## src/rtl/uart_tx_arbiter.sv

```systemverilog
// rtl/uart_tx_arbiter.sv - round-robin, message-granular sharing of one UART transmit path among three requesters
// Define UART_TX_ARB_TIMEOUT_EN to add a grant timeout and the o_timeout port.
module uart_tx_arbiter #(
  parameter int G_DATA_WIDTH = 8,
  parameter int G_TIMEOUT    = 1024
) (
  input  logic                    i_clk,
  input  logic                    i_rst,
  input  logic [G_DATA_WIDTH-1:0] i_req1_data,
  input  logic [G_DATA_WIDTH-1:0] i_req2_data,
  input  logic [G_DATA_WIDTH-1:0] i_req3_data,
  input  logic                    i_req1_valid,
  input  logic                    i_req2_valid,
  input  logic                    i_req3_valid,
  input  logic                    i_req1_last,
  input  logic                    i_req2_last,
  input  logic                    i_req3_last,
  output logic                    o_req1_ready,
  output logic                    o_req2_ready,
  output logic                    o_req3_ready,
  output logic [2:0]              o_grant,
  output logic [G_DATA_WIDTH-1:0] o_tx_data,
  output logic                    o_tx_wr,
  input  logic                    i_tx_busy,
`ifdef UART_TX_ARB_TIMEOUT_EN
  output logic                    o_timeout,
`endif
  output logic                    o_busy
);

  typedef enum logic [1:0] {IDLE, GRANT, SETTLE, DRAIN} state_t;

  state_t                  state;
  logic [1:0]              ptr;       // index of the requester granted most recently
  logic                    lock_end;
  logic [2:0]              valid_vec;
  logic [1:0]              cand1;
  logic [1:0]              cand2;
  logic [1:0]              pick_idx;
  logic                    pick_any;
  logic [2:0]              pick;
  logic                    own_valid;
  logic                    own_last;
  logic [G_DATA_WIDTH-1:0] own_data;
  logic                    accept;

  // A timeout shorter than two cycles cannot be expressed by the counter.
  if (G_TIMEOUT < 2) begin : g_timeout_too_small
  end

  function automatic logic [1:0] next_idx(input logic [1:0] idx);
    return (idx == 2'd2) ? 2'd0 : idx + 2'd1;
  endfunction

  assign valid_vec = {i_req3_valid, i_req2_valid, i_req1_valid};
  assign cand1     = next_idx(ptr);
  assign cand2     = next_idx(cand1);

  always_comb begin
    pick_any = 1'b1;
    pick_idx = ptr;
    if (valid_vec[cand1])      pick_idx = cand1;
    else if (valid_vec[cand2]) pick_idx = cand2;
    else if (valid_vec[ptr])   pick_idx = ptr;
    else                       pick_any = 1'b0;
  end

  assign pick = 3'b001 << pick_idx;

  always_comb begin
    own_valid = 1'b0;
    own_last  = 1'b0;
    own_data  = '0;
    if (o_grant[0]) begin
      own_valid = i_req1_valid;
      own_last  = i_req1_last;
      own_data  = i_req1_data;
    end else if (o_grant[1]) begin
      own_valid = i_req2_valid;
      own_last  = i_req2_last;
      own_data  = i_req2_data;
    end else if (o_grant[2]) begin
      own_valid = i_req3_valid;
      own_last  = i_req3_last;
      own_data  = i_req3_data;
    end
  end

  assign o_req1_ready = (state == GRANT) && o_grant[0] && !i_tx_busy;
  assign o_req2_ready = (state == GRANT) && o_grant[1] && !i_tx_busy;
  assign o_req3_ready = (state == GRANT) && o_grant[2] && !i_tx_busy;
  assign accept       = (state == GRANT) && own_valid && !i_tx_busy;

`ifdef UART_TX_ARB_TIMEOUT_EN
  localparam int TMO_W = $clog2(G_TIMEOUT);
  localparam logic [TMO_W-1:0] TMO_MAX = TMO_W'(G_TIMEOUT - 1);
  logic [TMO_W-1:0] tmo_cnt;
`endif

  always_ff @(posedge i_clk) begin
    if (!i_rst) begin
      state     <= IDLE;
      ptr       <= 2'd2;
      o_grant   <= '0;
      o_tx_data <= '0;
      o_tx_wr   <= 1'b0;
      o_busy    <= 1'b0;
      lock_end  <= 1'b0;
`ifdef UART_TX_ARB_TIMEOUT_EN
      tmo_cnt   <= '0;
      o_timeout <= 1'b0;
`endif
    end else begin
      o_tx_wr <= 1'b0;
`ifdef UART_TX_ARB_TIMEOUT_EN
      o_timeout <= 1'b0;
`endif
      unique case (state)
        IDLE: begin
          if (pick_any) begin
            o_grant <= pick;
            ptr     <= pick_idx;
            state   <= GRANT;
            o_busy  <= 1'b1;
          end
        end
        GRANT: begin
          if (accept) begin
            o_tx_data <= own_data;
            o_tx_wr   <= 1'b1;
            lock_end  <= own_last;
            state     <= SETTLE;
`ifdef UART_TX_ARB_TIMEOUT_EN
            tmo_cnt   <= '0;
`endif
          end
`ifdef UART_TX_ARB_TIMEOUT_EN
          else if (!own_valid) begin
            // ptr already names the stalled owner, so it goes to the back of the order
            if (tmo_cnt == TMO_MAX) begin
              o_timeout <= 1'b1;
              o_grant   <= '0;
              state     <= IDLE;
              o_busy    <= 1'b0;
              tmo_cnt   <= '0;
            end else begin
              tmo_cnt <= tmo_cnt + 1'b1;
            end
          end
`endif
        end
        SETTLE: begin
          // busy is not trusted yet: the UART gets this cycle to raise it
          state <= DRAIN;
        end
        DRAIN: begin
          if (!i_tx_busy) begin
            if (lock_end) begin
              o_grant <= '0;
              state   <= IDLE;
              o_busy  <= 1'b0;
            end else begin
              state <= GRANT;
            end
          end
        end
        default: begin
          state  <= IDLE;
          o_busy <= 1'b0;
        end
      endcase
    end
  end

endmodule
```

## config.mk

```make
export PLATFORM = sky130hd
export DESIGN_NAME = uart_tx_arbiter
export DESIGN_NICKNAME = d
export VERILOG_FILES = /design/src/rtl/uart_tx_arbiter.sv
export SDC_FILE = /design/constraint.sdc
export NUM_CORES = 1
export LEC_CHECK = 0
export BUFFER_PORTS_ARGS = -buffer_cell sky130_fd_sc_hd__buf_2
export CAP_MARGIN = 20
export CORE_UTILIZATION = 50
export CTS_CLUSTER_DIAMETER = 150
export CTS_CLUSTER_SIZE = 40
export DETAILED_ROUTE_END_ITERATION = 8
export GPL_TIMING_DRIVEN = 0
export PLACE_DENSITY = 0.88
export SLEW_MARGIN = 5
export SYNTH_ARGS = -nofsm -noshare
export SYNTH_HDL_FRONTEND = slang
export SYNTH_SLANG_ARGS = --single-unit
```

## constraint.sdc

```tcl
create_clock -name i_clk -period 4.75 [get_ports i_clk]
set_clock_uncertainty 0.2 [all_clocks]
set_input_delay 0.2375 -clock i_clk [delete_from_list [all_inputs] [get_ports i_clk]]
set_output_delay 0.2375 -clock i_clk [all_outputs]
set_load 0.02 [all_outputs]
```

==> metrics.md <==
| Metric | Value |
|---|---|
| Worst hold endpoint | `o_tx_data[6]` |
| DPL Wire Length | `between 2000 and 2500 um` |
| Clk Tree Root Cell | `clkbuf_4` |
| Slowest cell delay on critical path | `between 0.4 and 0.5 ns` |
| DRT Pass-1 Iters | `4` |
| Flop-to-flop setup slack | `2.86 ns` |
| Hold Path Cell Cnt | `4` |
| EDFF count, synth | `0` |
| Clk_lat worst skew | `roughly 0.30 ns` |
| Hold Vio Cnt, Final | `0` |
| DR vias/cell | `between 5 and 6` |
| Design Area, Final | `about 0.0014 sq mm` |
| Finished Layout Cells | `206` |
| Vias in the first global route | `1074` |
| Initial antenna violation count | `0` |
| CP startpoint kind | `flop` |
| Yosys warning count | `0` |
| R2R cell count | `6` |
| Total CTS buffers | `3` |
| Reg power frac | `34.3%` |
| First DRT Iteration DRCs | `45` |
| Fill cells | `~170` |
| Tightest Pin Transition | `approximately 0.44 ns` |
| Ratio of cells with drive above 1 in the final layout | `34.64%` |
| Post-CTS setup buffer count | `0` |
| # clock sinks | `18` |
| Mapped Area | `between 0.001 and 0.0015 sq mm` |
| Area Overhead vs Synth | `27.98%` |
| Logic pwr share | `about half` |
| Post-Synthesis Cells | `approximately 130` |
| Net Sw Frac | `42.53%` |
| Ys flop type | `dfxtp_1` |
| R2R Path Start | `state[1]` |
| Worst Path Arrival | `around 1.7 ns` |
| CTS H-Tree Depth | `1` |
| Nets | `between 200 and 250` |
| Sw Pwr | `~260 uW` |
| Crit. End Element | `output port` |
| CTS Buffer Depth | `2` |
| TritonCTS clock tree | `yes` |
| Row cnt | `16` |
| Register area share after synthesis | `around a third` |
| Starting Density | `54.50%` |
| Max FO, Critical Path | `6` |
| Core Box Area | `roughly 0.0020 sq mm` |
| Number of synthesized register bits | `18` |
| Antenna Cells | `0` |
| CP required | `around 4.3 ns` |
| CP Class | `reg -> out` |
| Post-DRT Antenna Nets | `0` |
| Routed len/inst | `13.76 um` |
| Final GP Congestion | `around 0.94` |
| Fin worst setup slack | `approximately 2.7 ns` |
| Max_cap viols | `0` |
| Peak VDD IR | `between 0.0003 and 0.0004 V` |
| Syn Area/Cell | `~8.5 sq um` |
| Post-route clock period utilization | `approximately 44%` |
| WL final | `approximately 2800 um` |
| Worst slack at placement | `2.882 ns` |
| Cells along the critical path | `ha_1 > nor2b_1 > and2_1 > buf_2` |
| DR DRC count | `0` |
| Clk network pwr share | `16.4%` |
| Hold Path Class | `in -> reg` |
| Cell Pwr Density | `430.0 mW/mm^2` |
| Syn nets | `roughly 160` |
| Die width | `around 49 um` |
| Cell at the slowest stage of the critical path | `dfxtp_1` |
| Area after DPL | `around 0.0014 sq mm` |
| Clk slew on worst S/H paths | `0.11 ns` |
| Max_slew headroom | `70.35%` |
| Worst r2r dst | `state[0]` |
| Final setup fails | `0` |
| Slew Viols, Final | `0` |
| Number of buffers added on ports | `47` |
| Outcome | `finished, final reports clean` |
| Total GRT Usage | `24.42%` |
| Via Count | `~1200` |
| Hold path start | `i_req1_data[6]` |
| Post-CTS Hold Buffers | `0` |
| Die area | `roughly 0.0024 sq mm` |
| Leakage Power | `0.6268 nW` |
| Async set-reset flop share out of synthesis | `0%` |
| Final setup TNS | `0 ns` |
| CTS resizes | `0` |
| First-pass GRT wire length | `4567 um` |
| Grt ovf | `0` |
| Unrepaired setup endpoints after global routing | `no` |
| Sequential cell area | `roughly 360 sq um` |
| Power Total | `600.4 uW` |
| Die height | `roughly 50 um` |
| IO Count | `between 40 and 50` |
| Multi-input logic area | `~660 sq um` |
| F_max | `between 400 and 500 MHz` |
| Final Critical Period | `roughly 2.1 ns` |
| Largest net degree at the start of global routing | `11` |
| Cell Int Power | `around 350 uW` |
| Synth cell types | `between 40 and 50` |
| Dpl cells | `~200` |
[synth_stat cells (3+ instances only)]
master | count | area [sq um]
nand2_1 | 15 | 56.30
dfxtp_1 | 18 | 360.4
ha_1 | 3 | 37.54
o22ai_1 | 3 | 18.77
nor2b_1 | 4 | 25.02
nor2_1 | 6 | 22.52
a22oi_1 | 9 | 67.56
and2_1 | 3 | 18.77
inv_1 | 9 | 33.78
clkbuf_1 | 4 | 15.01
o21ai_0 | 10 | 50.05
a22o_1 | 9 | 78.83
[worst max path at each step]
stage	start	endpoint	slack, ns
floorplan	state[1]	state[0]	3.03
global placement	state[1]	state[0]	2.95
detailed placement	state[1]	state[0]	2.88
CTS	state[0]	o_req1_ready	2.66
global route	state[0]	o_req2_ready	2.55
finish	state[0]	o_req2_ready	2.65
[per-stage QoR]
stage                     hold WS [ns]  utilization [%]
after floorplan                 0.2066                -
after global placement          0.2527            67.94
after detailed placement        0.2572            67.94
after CTS                      0.04940            69.75
after global routing           0.07366            69.75
final                          0.05059            69.75
[worst max-delay path, delay by kind of cell, from the launching register on]
kind | cells | cell delay, ns
simple gates | 2 | 0.50
buf+inv | 1 | 0.16
fa+ha+maj | 1 | 0.26
flops | 1 | 0.44
[cell usage in the layout, fill, tap and decap left out, types with 2 or more instances in the layout]
master and instances:
o22ai_1 3, clkbuf_1 4, nor2_1 6, ha_1 3, nand2_1 15, o21ai_0 10
nor2b_1 4, inv_1 9, buf_2 47, a22o_1 9, a22oi_1 9, dfxtp_1 18
a31oi_1 2, o21ai_2 2, clkbuf_4 3, and2_1 3
[flip-flops by register name (all words and copies together), names as in the netlist]
name       cells
state          2
o_tx_data      8
ptr            2
o_grant        3
lock_end       1
o_busy         1
o_tx_wr        1
[area by class of cell]
class | count | share of cell area, %
buffer | 6 | 2.419
clock buffer | 4 | 2.599
inverter | 9 | 2.419
multi-input combinational | 95 | 47.49
sequential | 18 | 25.81
tap | 27 | 2.419
timing repair buffer | 47 | 16.85
[routing by layer]
layer	vias to the layer above	wire, um	GRT usage, %
li1	581	-	-
met1	548	1235	28.35
met2	40	1424	42.59
met3	5	138	4.088
met4	0	36	12.75
met5	-	0	0
[power by group through the flow]
stage,logic (mW),registers (mW),clock network [mW]
after floorplan,0.209,0.218,0
after global placement,0.280,0.207,0
after detailed placement,0.292,0.210,0
after CTS,0.294,0.206,0.0983
after global routing,0.328,0.210,0.105
final,0.296,0.206,0.0985
[cell families after synthesis]
logic type               synth area share (%)
AND/OR/NAND/NOR                         18.23
AO/OA/AOI/OAI                           38.19
adder cells (fa/ha/maj)                 3.441
multiplexers                           0.9175
buffers and inverters                   6.192
flip-flops                              33.03
Power figures use the tool's default switching activity.
